==> src/rtl/pipeline_hazard_ctrl_if.sv <==
// Hazard-control bundle between the 5-stage pipeline datapath and its hazard controller.
// The pipeline (master) presents register indices, write enables and memory status.
// The controller (slave) returns stall/flush enables, forwarding selects and status.
// None of these signals handshake: every output is a same-cycle function of the inputs
// and the controller state. There is no valid/ready pair in this bundle.
interface pipeline_hazard_ctrl_if #(
    parameter int STALL_CNT_W = 32
);
    logic [4:0]             Rs1D;
    logic [4:0]             Rs2D;
    logic [4:0]             Rs1E;
    logic [4:0]             Rs2E;
    logic [4:0]             RdE;
    logic [4:0]             RdM;
    logic [4:0]             RdW;
    logic                   RegWriteM;
    logic                   RegWriteW;
    logic [1:0]             ResultSrcE;
    logic                   PCSrcE;
    logic                   MemReqM;
    logic                   MemReadyM;

    logic [1:0]             ForwardAE;
    logic [1:0]             ForwardBE;
    logic                   StallF;
    logic                   StallD;
    logic                   StallE;
    logic                   StallM;
    logic                   FlushD;
    logic                   FlushE;
    logic                   FlushW;
    logic                   MemErr;
    logic [STALL_CNT_W-1:0] StallCount;
    logic [1:0]             state_dbg;

    modport master (
        output Rs1D, Rs2D, Rs1E, Rs2E, RdE, RdM, RdW,
        output RegWriteM, RegWriteW, ResultSrcE, PCSrcE, MemReqM, MemReadyM,
        input  ForwardAE, ForwardBE, StallF, StallD, StallE, StallM,
        input  FlushD, FlushE, FlushW, MemErr, StallCount, state_dbg
    );

    modport slave (
        input  Rs1D, Rs2D, Rs1E, Rs2E, RdE, RdM, RdW,
        input  RegWriteM, RegWriteW, ResultSrcE, PCSrcE, MemReqM, MemReadyM,
        output ForwardAE, ForwardBE, StallF, StallD, StallE, StallM,
        output FlushD, FlushE, FlushW, MemErr, StallCount, state_dbg
    );
endinterface

==> src/rtl/pipeline_hazard_ctrl.sv <==
// Hazard and sequencing controller for the 5-stage RISC-V pipeline.
// It produces the stall/flush enables and the E-stage forwarding selects.
// It runs a post-reset flush sequence and a data-memory wait handshake with a timeout.
// It keeps a saturating count of stall cycles.
module pipeline_hazard_ctrl #(
    parameter int FLUSH_CYCLES = 2,
    parameter int MEM_TIMEOUT  = 15,
    parameter int STALL_CNT_W  = 32
) (
    input  logic                  clk,
    input  logic                  rst,
    pipeline_hazard_ctrl_if.slave hz
);

    localparam int WC_W = ($clog2(MEM_TIMEOUT + 1) > 4) ? $clog2(MEM_TIMEOUT + 1) : 4;
    localparam int IC_W = ($clog2(FLUSH_CYCLES + 1) > 1) ? $clog2(FLUSH_CYCLES + 1) : 1;

    typedef enum logic [1:0] {
        ST_INIT     = 2'd0,
        ST_RUN      = 2'd1,
        ST_MEM_WAIT = 2'd2
    } state_t;

    // With no flush cycles requested the controller comes out of reset already running.
    localparam state_t            RESET_STATE = (FLUSH_CYCLES == 0) ? ST_RUN : ST_INIT;
    localparam logic [WC_W-1:0]   TIMEOUT_V   = WC_W'(MEM_TIMEOUT);
    localparam logic [IC_W-1:0]   INIT_V      = IC_W'(FLUSH_CYCLES);

    state_t                 state_q, state_d;
    logic [IC_W-1:0]        init_cnt_q, init_cnt_d;
    logic [WC_W-1:0]        wait_cnt_q, wait_cnt_d;
    logic                   mem_err_q, mem_err_d;
    logic [STALL_CNT_W-1:0] stall_count_q, stall_count_d;

    logic       mem_stall;
    logic       lw_stall;
    logic [1:0] fwd_a, fwd_b;
    logic       stall_f, stall_d, stall_e, stall_m;
    logic       flush_d, flush_e, flush_w;

    // Hazard detection: forwarding selects, load-use and memory-wait stalls, stall/flush enables.
    always_comb begin
        mem_stall = hz.MemReqM & ~hz.MemReadyM & (wait_cnt_q < TIMEOUT_V);
        lw_stall  = (hz.ResultSrcE == 2'b01) & (hz.RdE != 5'd0) &
                    ((hz.RdE == hz.Rs1D) | (hz.RdE == hz.Rs2D)) & ~hz.PCSrcE;
        fwd_a   = 2'b00;
        fwd_b   = 2'b00;
        stall_f = 1'b0;
        stall_d = 1'b0;
        stall_e = 1'b0;
        stall_m = 1'b0;
        flush_d = 1'b0;
        flush_e = 1'b0;
        flush_w = 1'b0;
        if (state_q == ST_INIT) begin
            stall_f = 1'b1;
            flush_d = 1'b1;
            flush_e = 1'b1;
            flush_w = 1'b1;
        end else begin
            // The M stage holds the younger result, so it wins over W.
            if (hz.RegWriteM && hz.RdM != 5'd0 && hz.RdM == hz.Rs1E)      fwd_a = 2'b10;
            else if (hz.RegWriteW && hz.RdW != 5'd0 && hz.RdW == hz.Rs1E) fwd_a = 2'b01;
            if (hz.RegWriteM && hz.RdM != 5'd0 && hz.RdM == hz.Rs2E)      fwd_b = 2'b10;
            else if (hz.RegWriteW && hz.RdW != 5'd0 && hz.RdW == hz.Rs2E) fwd_b = 2'b01;
            if (mem_stall) begin
                // Freeze everything up to M. A bubble goes into W so it does not retire twice.
                // Branch and load-use are re-evaluated after release, because E is held.
                stall_f = 1'b1;
                stall_d = 1'b1;
                stall_e = 1'b1;
                stall_m = 1'b1;
                flush_w = 1'b1;
            end else begin
                stall_f = lw_stall;
                stall_d = lw_stall;
                flush_d = hz.PCSrcE;
                flush_e = lw_stall | hz.PCSrcE;
            end
        end
    end

    // Next-state logic: flush sequencing, memory wait tracking, timeout error and stall counting.
    always_comb begin
        state_d       = state_q;
        init_cnt_d    = init_cnt_q;
        wait_cnt_d    = wait_cnt_q;
        mem_err_d     = mem_err_q;
        stall_count_d = stall_count_q;
        case (state_q)
            ST_INIT: begin
                init_cnt_d = init_cnt_q - IC_W'(1);
                if (init_cnt_q <= IC_W'(1)) begin
                    state_d    = ST_RUN;
                    init_cnt_d = '0;
                end
            end
            ST_RUN: begin
                if (mem_stall) begin
                    state_d    = ST_MEM_WAIT;
                    wait_cnt_d = WC_W'(1);
                end
            end
            ST_MEM_WAIT: begin
                if (mem_stall) begin
                    wait_cnt_d = wait_cnt_q + WC_W'(1);
                end else begin
                    state_d    = ST_RUN;
                    wait_cnt_d = '0;
                    // The access is still pending but out of budget, so this is a forced release.
                    if (hz.MemReqM && !hz.MemReadyM) mem_err_d = 1'b1;
                end
            end
            default: state_d = RESET_STATE;
        endcase
        if (state_q != ST_INIT && stall_f && stall_count_q != '1)
            stall_count_d = stall_count_q + STALL_CNT_W'(1);
    end

    // State registers, cleared asynchronously by the active-low reset.
    always_ff @(posedge clk or negedge rst) begin
        if (!rst) begin
            state_q       <= RESET_STATE;
            init_cnt_q    <= INIT_V;
            wait_cnt_q    <= '0;
            mem_err_q     <= 1'b0;
            stall_count_q <= '0;
        end else begin
            state_q       <= state_d;
            init_cnt_q    <= init_cnt_d;
            wait_cnt_q    <= wait_cnt_d;
            mem_err_q     <= mem_err_d;
            stall_count_q <= stall_count_d;
        end
    end

    assign hz.ForwardAE  = fwd_a;
    assign hz.ForwardBE  = fwd_b;
    assign hz.StallF     = stall_f;
    assign hz.StallD     = stall_d;
    assign hz.StallE     = stall_e;
    assign hz.StallM     = stall_m;
    assign hz.FlushD     = flush_d;
    assign hz.FlushE     = flush_e;
    assign hz.FlushW     = flush_w;
    assign hz.MemErr     = mem_err_q;
    assign hz.StallCount = stall_count_q;
    assign hz.state_dbg  = state_q;

endmodule

==> src/flat_wrapper.sv <==
// flat-port wrapper written by rule: the top's interface ports become plain ports
module pipeline_hazard_ctrl_flat 
#(
    parameter int FLUSH_CYCLES = 2,
    parameter int MEM_TIMEOUT  = 15,
    parameter int STALL_CNT_W  = 32
)
  (clk, rst, hz_Rs1D, hz_Rs2D, hz_Rs1E, hz_Rs2E, hz_RdE, hz_RdM, hz_RdW, hz_RegWriteM, hz_RegWriteW, hz_ResultSrcE, hz_PCSrcE, hz_MemReqM, hz_MemReadyM, hz_ForwardAE, hz_ForwardBE, hz_StallF, hz_StallD, hz_StallE, hz_StallM, hz_FlushD, hz_FlushE, hz_FlushW, hz_MemErr, hz_StallCount, hz_state_dbg);
  pipeline_hazard_ctrl_if #(.STALL_CNT_W(STALL_CNT_W)) hz_i ();
  input  logic clk;
  input  logic rst;
  input wire logic [$bits(hz_i.Rs1D)-1:0] hz_Rs1D;
  input wire logic [$bits(hz_i.Rs2D)-1:0] hz_Rs2D;
  input wire logic [$bits(hz_i.Rs1E)-1:0] hz_Rs1E;
  input wire logic [$bits(hz_i.Rs2E)-1:0] hz_Rs2E;
  input wire logic [$bits(hz_i.RdE)-1:0] hz_RdE;
  input wire logic [$bits(hz_i.RdM)-1:0] hz_RdM;
  input wire logic [$bits(hz_i.RdW)-1:0] hz_RdW;
  input wire logic [$bits(hz_i.RegWriteM)-1:0] hz_RegWriteM;
  input wire logic [$bits(hz_i.RegWriteW)-1:0] hz_RegWriteW;
  input wire logic [$bits(hz_i.ResultSrcE)-1:0] hz_ResultSrcE;
  input wire logic [$bits(hz_i.PCSrcE)-1:0] hz_PCSrcE;
  input wire logic [$bits(hz_i.MemReqM)-1:0] hz_MemReqM;
  input wire logic [$bits(hz_i.MemReadyM)-1:0] hz_MemReadyM;
  output wire logic [$bits(hz_i.ForwardAE)-1:0] hz_ForwardAE;
  output wire logic [$bits(hz_i.ForwardBE)-1:0] hz_ForwardBE;
  output wire logic [$bits(hz_i.StallF)-1:0] hz_StallF;
  output wire logic [$bits(hz_i.StallD)-1:0] hz_StallD;
  output wire logic [$bits(hz_i.StallE)-1:0] hz_StallE;
  output wire logic [$bits(hz_i.StallM)-1:0] hz_StallM;
  output wire logic [$bits(hz_i.FlushD)-1:0] hz_FlushD;
  output wire logic [$bits(hz_i.FlushE)-1:0] hz_FlushE;
  output wire logic [$bits(hz_i.FlushW)-1:0] hz_FlushW;
  output wire logic [$bits(hz_i.MemErr)-1:0] hz_MemErr;
  output wire logic [$bits(hz_i.StallCount)-1:0] hz_StallCount;
  output wire logic [$bits(hz_i.state_dbg)-1:0] hz_state_dbg;
  assign hz_i.Rs1D = hz_Rs1D;
  assign hz_i.Rs2D = hz_Rs2D;
  assign hz_i.Rs1E = hz_Rs1E;
  assign hz_i.Rs2E = hz_Rs2E;
  assign hz_i.RdE = hz_RdE;
  assign hz_i.RdM = hz_RdM;
  assign hz_i.RdW = hz_RdW;
  assign hz_i.RegWriteM = hz_RegWriteM;
  assign hz_i.RegWriteW = hz_RegWriteW;
  assign hz_i.ResultSrcE = hz_ResultSrcE;
  assign hz_i.PCSrcE = hz_PCSrcE;
  assign hz_i.MemReqM = hz_MemReqM;
  assign hz_i.MemReadyM = hz_MemReadyM;
  assign hz_ForwardAE = hz_i.ForwardAE;
  assign hz_ForwardBE = hz_i.ForwardBE;
  assign hz_StallF = hz_i.StallF;
  assign hz_StallD = hz_i.StallD;
  assign hz_StallE = hz_i.StallE;
  assign hz_StallM = hz_i.StallM;
  assign hz_FlushD = hz_i.FlushD;
  assign hz_FlushE = hz_i.FlushE;
  assign hz_FlushW = hz_i.FlushW;
  assign hz_MemErr = hz_i.MemErr;
  assign hz_StallCount = hz_i.StallCount;
  assign hz_state_dbg = hz_i.state_dbg;
  pipeline_hazard_ctrl #(.FLUSH_CYCLES(FLUSH_CYCLES), .MEM_TIMEOUT(MEM_TIMEOUT), .STALL_CNT_W(STALL_CNT_W)) u_core (.clk(clk), .rst(rst), .hz(hz_i));
endmodule
==> config.mk <==
export PLATFORM = sky130hd
export DESIGN_NAME = pipeline_hazard_ctrl_flat
export DESIGN_NICKNAME = d
export VERILOG_FILES = /design/src/rtl/pipeline_hazard_ctrl_if.sv /design/src/rtl/pipeline_hazard_ctrl.sv /design/src/flat_wrapper.sv
export SDC_FILE = /design/constraint.sdc
export NUM_CORES = 1
export LEC_CHECK = 0
export ABC_AREA = 1
export BUFFER_PORTS_ARGS = -buffer_cell sky130_fd_sc_hd__buf_2
export CAP_MARGIN = 40
export CORE_MARGIN = 1.5
export CORE_UTILIZATION = 50
export CTS_CLUSTER_SIZE = 12
export DETAILED_ROUTE_END_ITERATION = 10
export PLACE_DENSITY = 0.77
export SLEW_MARGIN = 0
export SYNTH_ARGS = -nofsm -noshare
export SYNTH_HDL_FRONTEND = slang
export SYNTH_SLANG_ARGS = --single-unit
==> constraint.sdc <==
create_clock -name clk -period 5.7 [get_ports clk]
set_input_delay 1.14 -clock clk [delete_from_list [all_inputs] [get_ports clk]]
set_output_delay 1.14 -clock clk [all_outputs]
set_load 0.01 [all_outputs]
==> results of run 1 <==
[cell usage after synthesis (all sizes together)]
cell	count
a2111oi	1
a21boi	1
a21oi	3
a31oi	1
buf	11
clkbuf	4
clkinv	1
dfrtp	40
dfstp	1
ha	2
inv	42
nand2	202
nand3	18
nand3b	14
nand4	37
nor2	79
nor3	1
nor4	2
o21ai	4
o21bai	1
o22ai	3
o41ai	1
or2	3
xnor2	16
xor2	17
[placed cells by master (no fill, tap or decap), types with 2 or more instances in the layout]
cell type,count
a21oi_1,2
inv_2,3
nor4_1,2
o22ai_1,3
nand3_1,14
o21ai_0,4
clkbuf_8,7
buf_2,89
ha_1,2
or2_2,3
dfrtp_1,40
nand2_1,201
nand3_2,4
nor2_1,77
nand3b_1,14
xor2_1,17
nand4_1,37
xnor2_1,16
inv_1,39
[per-layer routing]
layer / wire length [um] / share of wire [%] / GRT usage [%]
met1: 3700 / 44 / 31.0
met2: 4190 / 50 / 44.4
met3: 451 / 5.3 / 4.35
met4: 108 / 1.3 / 5.96
met5: 0 / 0 / 0
[cells by family (layout without fill, tap and decap cells)]
group,after synthesis,in the layout
AO/OA/AOI/OAI,15,15
XOR/XNOR,33,33
adder cells (fa/ha/maj),2,2
buffers and inverters,58,142
flip-flops,41,41
AND/OR/NAND/NOR,356,356
[worst register-to-register path, delay by kind of cell (launching register included)]
| family | cells | cell delay, ns |
|---|---|---|
| DFF | 1 | 0.48 |
| adders and majority gates | 1 | 0.31 |
| and+or+nand+nor | 8 | 2.05 |
[area by class of cell]
cell class | instances | area [um^2] | share of cell area, %
Multi-Input combinational cell | 406 | 1960 | 51.2
Clock inverter | 1 | 5.00 | 0.131
Clock buffer | 7 | 96.3 | 2.52
Sequential cell | 41 | 1030 | 26.8
Inverter | 43 | 161 | 4.22
Tap cell | 77 | 96.3 | 2.52
Timing Repair Buffer | 91 | 480 | 12.6
[worst paths after layout]
| check | startpoint | to | slack (ns) | cells after the start |
|---|---|---|---|---|
| setup / recovery | hz_RdE[3] | hz_StallD | 1.83 | 12 |
| hold reg to reg | u_core.hz.MemErr | u_core.hz.MemErr | 0.48 | 1 |
| setup reg to reg | u_core.hz.StallCount[0] | u_core.hz.StallCount[22] | 2.79 | 9 |
| hold / removal | u_core.hz.MemErr | u_core.hz.MemErr | 0.48 | 1 |
| min in group asynchronous | rst | u_core.hz.StallCount[5] | 0.76 | 1 |
| max in group asynchronous | rst | u_core.init_cnt_q[1] | 4.38 | 2 |
[state kept, by name, indices dropped and copies added (netlist names)]
register,cells
u_core.hz.MemErr,1
u_core.hz.state_dbg,2
u_core.wait_cnt_q,4
u_core.init_cnt_q,2
u_core.hz.StallCount,32
[report_power, final]
group / internal (mW) / switching (mW) / leakage [nW] / total (mW)
registers: 0.312 / 0.0294 / 0.557 / 0.342
logic: 0.0846 / 0.152 / 1.41 / 0.236
clock network: 0.110 / 0.105 / 0.0542 / 0.215
total: 0.506 / 0.286 / 2.03 / 0.792
==> impl_metrics.toml, run 1 <==
[timing]
whs_ns = 0.485
finalSetupViolCount = 0
tightest_slew_ns = 0.695
fin_skew_ns = 0.0104
slew_viol_final = 0
rsz0062_at_grt = "false"
slew_headroom_pct = 53.5
hold_viol = 0
tns_ns = 0
timing.final.crit_share_pct = 67.9
fin_crit_ns = 3.87
max_freq_mhz = 258
setup_ws_ns = 1.83

[detailed_routing]
via_count = 3503
via_per_inst = 5.26
wire_per_inst_um = 12.7
postRouteAntennaNets = 0
firstDrtPassIters = 4
drt_iter0_drc = 206
drt_wl_total_um = 8450
drc = 0

[setup_path]
worst_path_max_delay_cell = "nand2_2"
cp-start-kind = "primary input"
cp_data_required_time_ns = 4.56
crit_arrival_ns = 2.73
cp_common_cell = "nand2_1"
setup.worst_path.class = "primary input to primary output"
crit_family = "simple AND/OR/NAND/NOR gates"
cp_num_buf_inv = 3
end_kind = "primary output"
cp_slowest_stage_delay_ns = 0.52
cp_cell_sequence = "buf_2 -> inv_2 -> nand2_1 -> nand2_1 -> nor2_1 -> nand3_1 -> nand2_1 -> nand2_1 -> nand2_2 -> nand2_1 -> nor2_1 -> buf_2"
cp_max_fo = 37

[logic_synthesis]
synth.area.mux_share_pct = 0
avgSynthCellArea_um2 = 6.41
synth_seq_cells = 41
synth-simple-area-share_pct = 47.9
synth.distinct_cells = 32
postSynthCellCount = 505
synth_xor_area_share_pct = 8.92
synth_area_leaders = "dfrtp_1 (31%), nand2_1 (23%), nor2_1 (8.9%), nand4_1 (7.1%), xor2_1 (4.6%)"
synth_largest_area_cell = "dfrtp_1"
synth-adder-area-share_pct = 0.772
ys.warnings.count = 0
synth_top_family_by_area = "simple AND/OR/NAND/NOR gates"
synth.cell_area_um2 = 3240
syn-num-nets = 551
synthDominantCellAreaShare_pct = 30.9
ys_seq_area_share_pct = 31.7
synth_compound_area_share_pct = 2.86

[cts]
htreeDepth = 2
root_buffer = "clkbuf_8"
cts_buffers = 5
clk_pin_slew_ns = 0.08
hold_buffers = 0
cts_setup_buffers = 0
clock_sink_count = 41
cts_tree = "done"
max-clock-path-buffers = 2
cts_resized = 0
worstSkewPairLatency_ns = 0.30

[layout]
diodes = 0
fin_area_um2 = 3830
stdcell_count = 666
fill_cells = 631
final_core_util_pct = 60.6
final_nets = 634
layout-drive-gt1-share_pct = 19.4
area_growth_pct = 18.2

[global_route]
gr-usage-all-layers_pct = 24.8
grt_pass1_wl_um = 14600
grt_pass1_vias = 3334
antenna_found_initial = 0
overflow = 0
grt_max_degree = 39

[place]
port_buffers = 89
place_inst = 658
post-place-ws_ns = 1.88
hpwlAfterDp_um = 6530
place.gp.congestion = 0.902
post_dp_cell_area_um2 = 3730

[job]
maxCapViolCount = 0

[floorplanning]
dieWidth_um = 83.5
dieArea_um2 = 6970
fp.dieH_um = 83.5
core_um2 = 6310
start_util_pct = 51.3
num_rows = 29
io_pins = 90

[worst_hold_path]
worst_hold_path_type = "flip-flop to flip-flop"

[pwr]
vdd_ir_drop_max_mv = 0.255
total_power_uw = 792
p_per_area_nw_per_um2 = 207
power_leakage_nw = 2.03

[run_status]
status = "complete, no violations"
Note: power is estimated with default switching activity, not from simulation.
==> inputs of run 2 (changes only) <==
ABC_AREA = 0   (was 1)
CORE_UTILIZATION = 45   (was 50)
PLACE_DENSITY = 0.76   (was 0.77)
clock period = 3.3 ns   (was 5.7 ns; I/O delays follow)
==> impl_metrics.toml, run 2 <==
[job]
maxCapViolCount = 0

[timing]
tns_ns = 0
setup_ws_ns = 0.337
whs_ns = 0.290
timing.final.crit_share_pct = 89.8
rsz0062_at_grt = "false"
tightest_slew_ns = 0.455
slew_viol_final = 0
finalSetupViolCount = 0
hold_viol = 0
fin_skew_ns = 0.0160
fin_crit_ns = 2.96
slew_headroom_pct = 69.7
max_freq_mhz = 337

[logic_synthesis]
ys_seq_area_share_pct = 40.4
synthFlopType = "dfrtp_1"
postSynthCellCount = 265
syn-num-nets = 311
synthArstFlopShare_pct = 100
synth_seq_cells = 41
synth.cell_area_um2 = 2540
ys.warnings.count = 0
ys_top_cells_by_count = "dfrtp_1 (40), xor2_1 (36), nand2_1 (25), xnor2_1 (25), nor3_1 (22)"
synth.distinct_cells = 48
synth_area_leaders = "dfrtp_1 (39%), xor2_1 (12%), xnor2_1 (8.6%), nor3_1 (4.3%), nand2_1 (3.7%)"
synth_largest_area_cell = "dfrtp_1"
avgSynthCellArea_um2 = 9.58
synth_edf_count = 0
synth_most_common_cell = "dfrtp_1"
synthDominantCellAreaShare_pct = 39.4

[layout]
multi_input_area_um2 = 1440
stdcell_count = 433
fin_area_um2 = 3200
fill_cells = 483
diodes = 0
final_nets = 406
regArea_um2 = 1030
area_growth_pct = 25.9
layout_common_cells = "buf_2 (89), dfrtp_1 (40), xor2_1 (36), xnor2_1 (25), nand2_1 (25)"
layout_commonest_cell = "buf_2"
final_core_util_pct = 58.4
largest_reg_flops = 32
layout-drive-gt1-share_pct = 31.9

[place]
post-place-ws_ns = 0.375
post_dp_cell_area_um2 = 3080
place_inst = 425
place.gp.congestion = 0.776
port_buffers = 89
hpwlAfterDp_um = 4720

[pwr]
p_sw_uw = 406
power_leakage_nw = 1.61
vdd_ir_drop_max_mv = 0.219
total_power_mw = 1.32
clkPwrFrac_pct = 30.8
p_int_uw = 914
netSwitchingFraction_pct = 30.7
combPwrFrac_pct = 22.9
seq_power_share_pct = 46.3
p_per_area_nw_per_um2 = 413

[detailed_routing]
wire_per_inst_um = 13.7
drc = 0
postRouteAntennaNets = 0
via_count = 2332
via_per_inst = 5.39
drt_iter0_drc = 146
firstDrtPassIters = 4
drt_wl_total_um = 5940

[floorplanning]
io_pins = 90
dieArea_um2 = 6100
num_rows = 27
core_um2 = 5470
fp.dieH_um = 78.1
start_util_pct = 46.4
dieWidth_um = 78.1

[global_route]
grt_max_degree = 25
antenna_found_initial = 0
grt_pass1_wl_um = 9780
overflow = 0
gr-usage-all-layers_pct = 20.0
grt_pass1_vias = 2253

[cts]
clock_sink_count = 41
cts_buffers = 5
clk_pin_slew_ns = 0.09
worstSkewPairLatency_ns = 0.30
cts_tree = "done"
cts_setup_buffers = 0
htreeDepth = 2
cts_resized = 0
root_buffer = "clkbuf_8"
hold_buffers = 0
max-clock-path-buffers = 2

[run_status]
status = "complete, no violations"

[worst_hold_path]
worst_hold_path_type = "primary input to asynchronous set/reset pin"

[setup_path]
worst_r2r_startpoint = "u_core.wait_cnt_q[0]"
cp_data_required_time_ns = 2.64
setup.worst_path.class = "primary input to primary output"
end_kind = "primary output"
cp_max_fo = 4
cp-start-kind = "primary input"
crit_arrival_ns = 2.30
worst-r2r-setup-slack_ns = 1.01
cp-startpoint = "hz_RdM[0]"
reg2reg_depth = 8
r2r_end = "u_core.hz.StallCount[26]"
==> run 2: changes by cell type after synthesis, sizes merged, moves of 13 or more <==
cell	change
nand3b	-13
nand4	-29
nor3	+22
xor2	+19
nor2	-65
nand2	-177
inv	-35
==> run 2: kinds of logic (layout without fill, tap and decap cells) <==
logic type | Yosys count | after routing | share of synthesized area [%]
xor+xnor | 61 | 61 | 21.0
flops | 41 | 41 | 40.4
fa+ha+maj | 2 | 2 | 0.985
buf+inv | 12 | 108 | 2.71
compound gates | 19 | 19 | 6.01
simple gates | 128 | 128 | 27.8
mux | 2 | 2 | 0.985
==> run 2: power groups by stage <==
| stage | Clock [mW] | Sequential, mW | Combinational (mW) |
|---|---|---|---|
| after detailed placement | 0 | 0.621 | 0.304 |
| after global routing | 0.437 | 0.619 | 0.334 |
| after floorplan | 0 | 0.625 | 0.158 |
| after global placement | 0 | 0.618 | 0.290 |
| after CTS | 0.414 | 0.611 | 0.305 |
| final | 0.406 | 0.612 | 0.303 |
==> run 2: layout make-up <==
class	instances	area share, %
Multi-Input combinational cell	212	45.1
Sequential cell	41	32.1
Timing Repair Buffer	93	15.5
Tap cell	72	2.82
Clock buffer	5	2.15
Clock inverter	3	1.45
Inverter	7	0.822
==> run 2: worst max path at each step <==
| stage | end | slack [ns] | cells after the start |
|---|---|---|---|
| 6_report | hz_ForwardAE[0] | 0.34 | 6 |
| 5_1_grt | hz_ForwardAE[0] | 0.24 | 6 |
| 4_1_cts | hz_ForwardAE[0] | 0.36 | 6 |
| 3_5_place_dp | hz_ForwardAE[0] | 0.37 | 6 |
| 3_3_place_gp | hz_ForwardAE[0] | 0.43 | 6 |
| 2_1_floorplan | hz_ForwardAE[0] | 0.62 | 4 |
==> run 2: per-layer routing <==
metal,GRT usage [%],wire length [um],vias up
met2,35.2,2940,92
met1,23.4,2530,1111
met3,5.00,373,6
met4,7.86,93,0
li1,-,-,1123
met5,0,0,-
==> run 2: critical path, stage by stage <==
cell	delay [ns]
buf_2	0.13
or4_1	0.52
o21ai_0	0.35
nor3_1	0.13
nor4_1	0.32
buf_2	0.19
==> inputs of run 3 (changes only) <==
ABC_AREA = 1   (was 0)
CORE_UTILIZATION = 48   (was 45)
PLACE_DENSITY = 0.77   (was 0.76)
==> impl_metrics.toml, run 3 (synthesis gave the netlist of run 1 again) <==
[timing]
rsz0062_at_grt = "false"
whs_ns = 0.326
slew_viol_final = 0
slew_headroom_pct = 53.2
finalSetupViolCount = 0
fin_crit_ns = 2.48
tns_ns = 0
tightest_slew_ns = 0.700
hold_viol = 0
fin_skew_ns = 0.00875
max_freq_mhz = 404
timing.final.crit_share_pct = 75.1

[run_status]
status = "finished, violations left"
violations = "DRC"

[layout]
layout_common_cells = "nand2_1 (201), buf_2 (89), nor2_1 (77), dfrtp_1 (40), inv_1 (39)"
layout-drive-gt1-share_pct = 19.6
area_growth_pct = 19.7
multi_input_area_um2 = 1960
diodes = 0
regArea_um2 = 1030
stdcell_count = 668
layout_commonest_cell = "nand2_1"
largest_reg_flops = 32
fill_cells = 620
final_nets = 636

[pwr]
p_sw_uw = 503
netSwitchingFraction_pct = 33.7
p_int_uw = 990
power_leakage_nw = 2.05
clkPwrFrac_pct = 33.2
seq_power_share_pct = 39.5
combPwrFrac_pct = 27.3
vdd_ir_drop_max_mv = 0.203
p_per_area_nw_per_um2 = 385

[setup_path]
cp_cell_sequence = "ha_1 -> nand3_1 -> nand2_1 -> a21oi_2 -> o21ai_0 -> buf_2"
cp_slowest_stage_delay_ns = 0.42
cp_max_fo = 7
crit_family = "compound AO/OA/AOI/OAI gates"
crit_arrival_ns = 1.82
cp_data_required_time_ns = 2.64
cp-start-kind = "flip-flop"
setup.worst_path.class = "flip-flop to primary output"
reg2reg_depth = 10
r2r_end = "u_core.hz.StallCount[20]"
worst_path_max_delay_cell = "dfrtp_1"
end_kind = "primary output"
worst_r2r_startpoint = "u_core.hz.StallCount[0]"
cp_num_buf_inv = 1
worst-r2r-setup-slack_ns = 0.90

[detailed_routing]
route.met3.wl_um = 449
route.layer.met1.wl_um = 3640
postRouteAntennaNets = 0
drt_wl_total_um = 8540
met2_length_um = 4300
drc = 5
topRoutingLayerUsed = "met4"
firstDrtPassIters = 9
via_count = 3522
via_per_inst = 5.27
wire_per_inst_um = 12.8
drt_iter0_drc = 213

[worst_hold_path]
worst_hold_path_type = "primary input to asynchronous set/reset pin"

[cts]
htreeDepth = 2
hold_buffers = 0
root_buffer = "clkbuf_8"
clock_sink_count = 41
cts_buffers = 5
cts_tree = "done"
cts_setup_buffers = 0
max-clock-path-buffers = 2
worstSkewPairLatency_ns = 0.30
cts_resized = 0
clk_pin_slew_ns = 0.09

[global_route]
antenna_found_initial = 0
grt_pass1_wl_um = 14500
overflow = 0
grt_pass1_vias = 3284
gr-usage-all-layers_pct = 24.6
grt_max_degree = 36

[job]
maxCapViolCount = 0

[floorplanning]
fp.dieH_um = 85.2
core_um2 = 6420
dieWidth_um = 85.2
start_util_pct = 50.4
num_rows = 29
dieArea_um2 = 7250
io_pins = 90

[place]
place_inst = 660
hpwlAfterDp_um = 6690
place.gp.congestion = 0.931
port_buffers = 89
[run 3: changes by cell type in the layout (fill, tap and decap cells not counted), moves of 13 or more]
cell      change
nand4_1      +29
nand2_1     +176
nor2_1       +64
nor3_1       -21
inv_1        +32
xor2_1       -19
nand3b_1     +13
[run 3: worst reg2reg max path: stages, from the launching register on]
cell     delay [ns]
dfrtp_1        0.45
ha_1           0.31
nand3_2        0.16
nor2_4         0.07
nand3_2        0.09
nor2_2         0.05
nand3_2        0.06
buf_4          0.31
nand3_2        0.51
nand2_1        0.22
nand2_1        0.07
[run 3: layout make-up]
cell class	count	area share (%)
sequential	41	26.5
inverter	43	4.16
tap	77	2.48
timing repair buffer	93	12.8
clock buffer	5	1.77
clock inverter	3	1.77
multi-input combinational	406	50.5
[run 3: through the flow]
stage | area [um^2] | util [%] | setup WS [ns] | power, mW
global route | 3880 | 60.4 | 0.639 | 1.58
detailed placement | 3740 | 58.3 | 0.909 | 1.01
CTS | 3880 | 60.4 | 0.807 | 1.50
finish | 3880 | 60.4 | 0.822 | 1.49
floorplan | 3240 | - | 0.983 | 0.859
global placement | 3710 | 57.8 | 0.945 | 0.989
[run 3: worst max path at each step]
stage	startpoint	end	slack, ns	depth (start not counted)
global route	u_core.hz.StallCount[0]	u_core.hz.StallCount[20]	0.64	10
floorplan	hz_MemReqM	hz_FlushE	0.98	7
finish	u_core.wait_cnt_q[0]	hz_FlushE	0.82	6
global placement	hz_MemReadyM	hz_FlushE	0.95	6
CTS	u_core.wait_cnt_q[0]	hz_FlushE	0.81	6
detailed placement	u_core.hz.StallCount[0]	u_core.hz.StallCount[20]	0.91	10
[run 3: power by group through the flow]
stage          registers, mW  clock network [mW]  logic (mW)
2_1_floorplan          0.604                   0       0.255
3_3_place_gp           0.597                   0       0.393
3_5_place_dp           0.600                   0       0.406
4_1_cts                0.590               0.505       0.408
5_1_grt                0.598               0.521       0.458
6_report               0.590               0.495       0.408
[run 3: per-layer routing]
layer	GRT usage, %	vias up
li1	-	1776
met1	29.5	1624
met3	4.09	18
met2	44.4	104
met5	0	-
met4	7.90	0
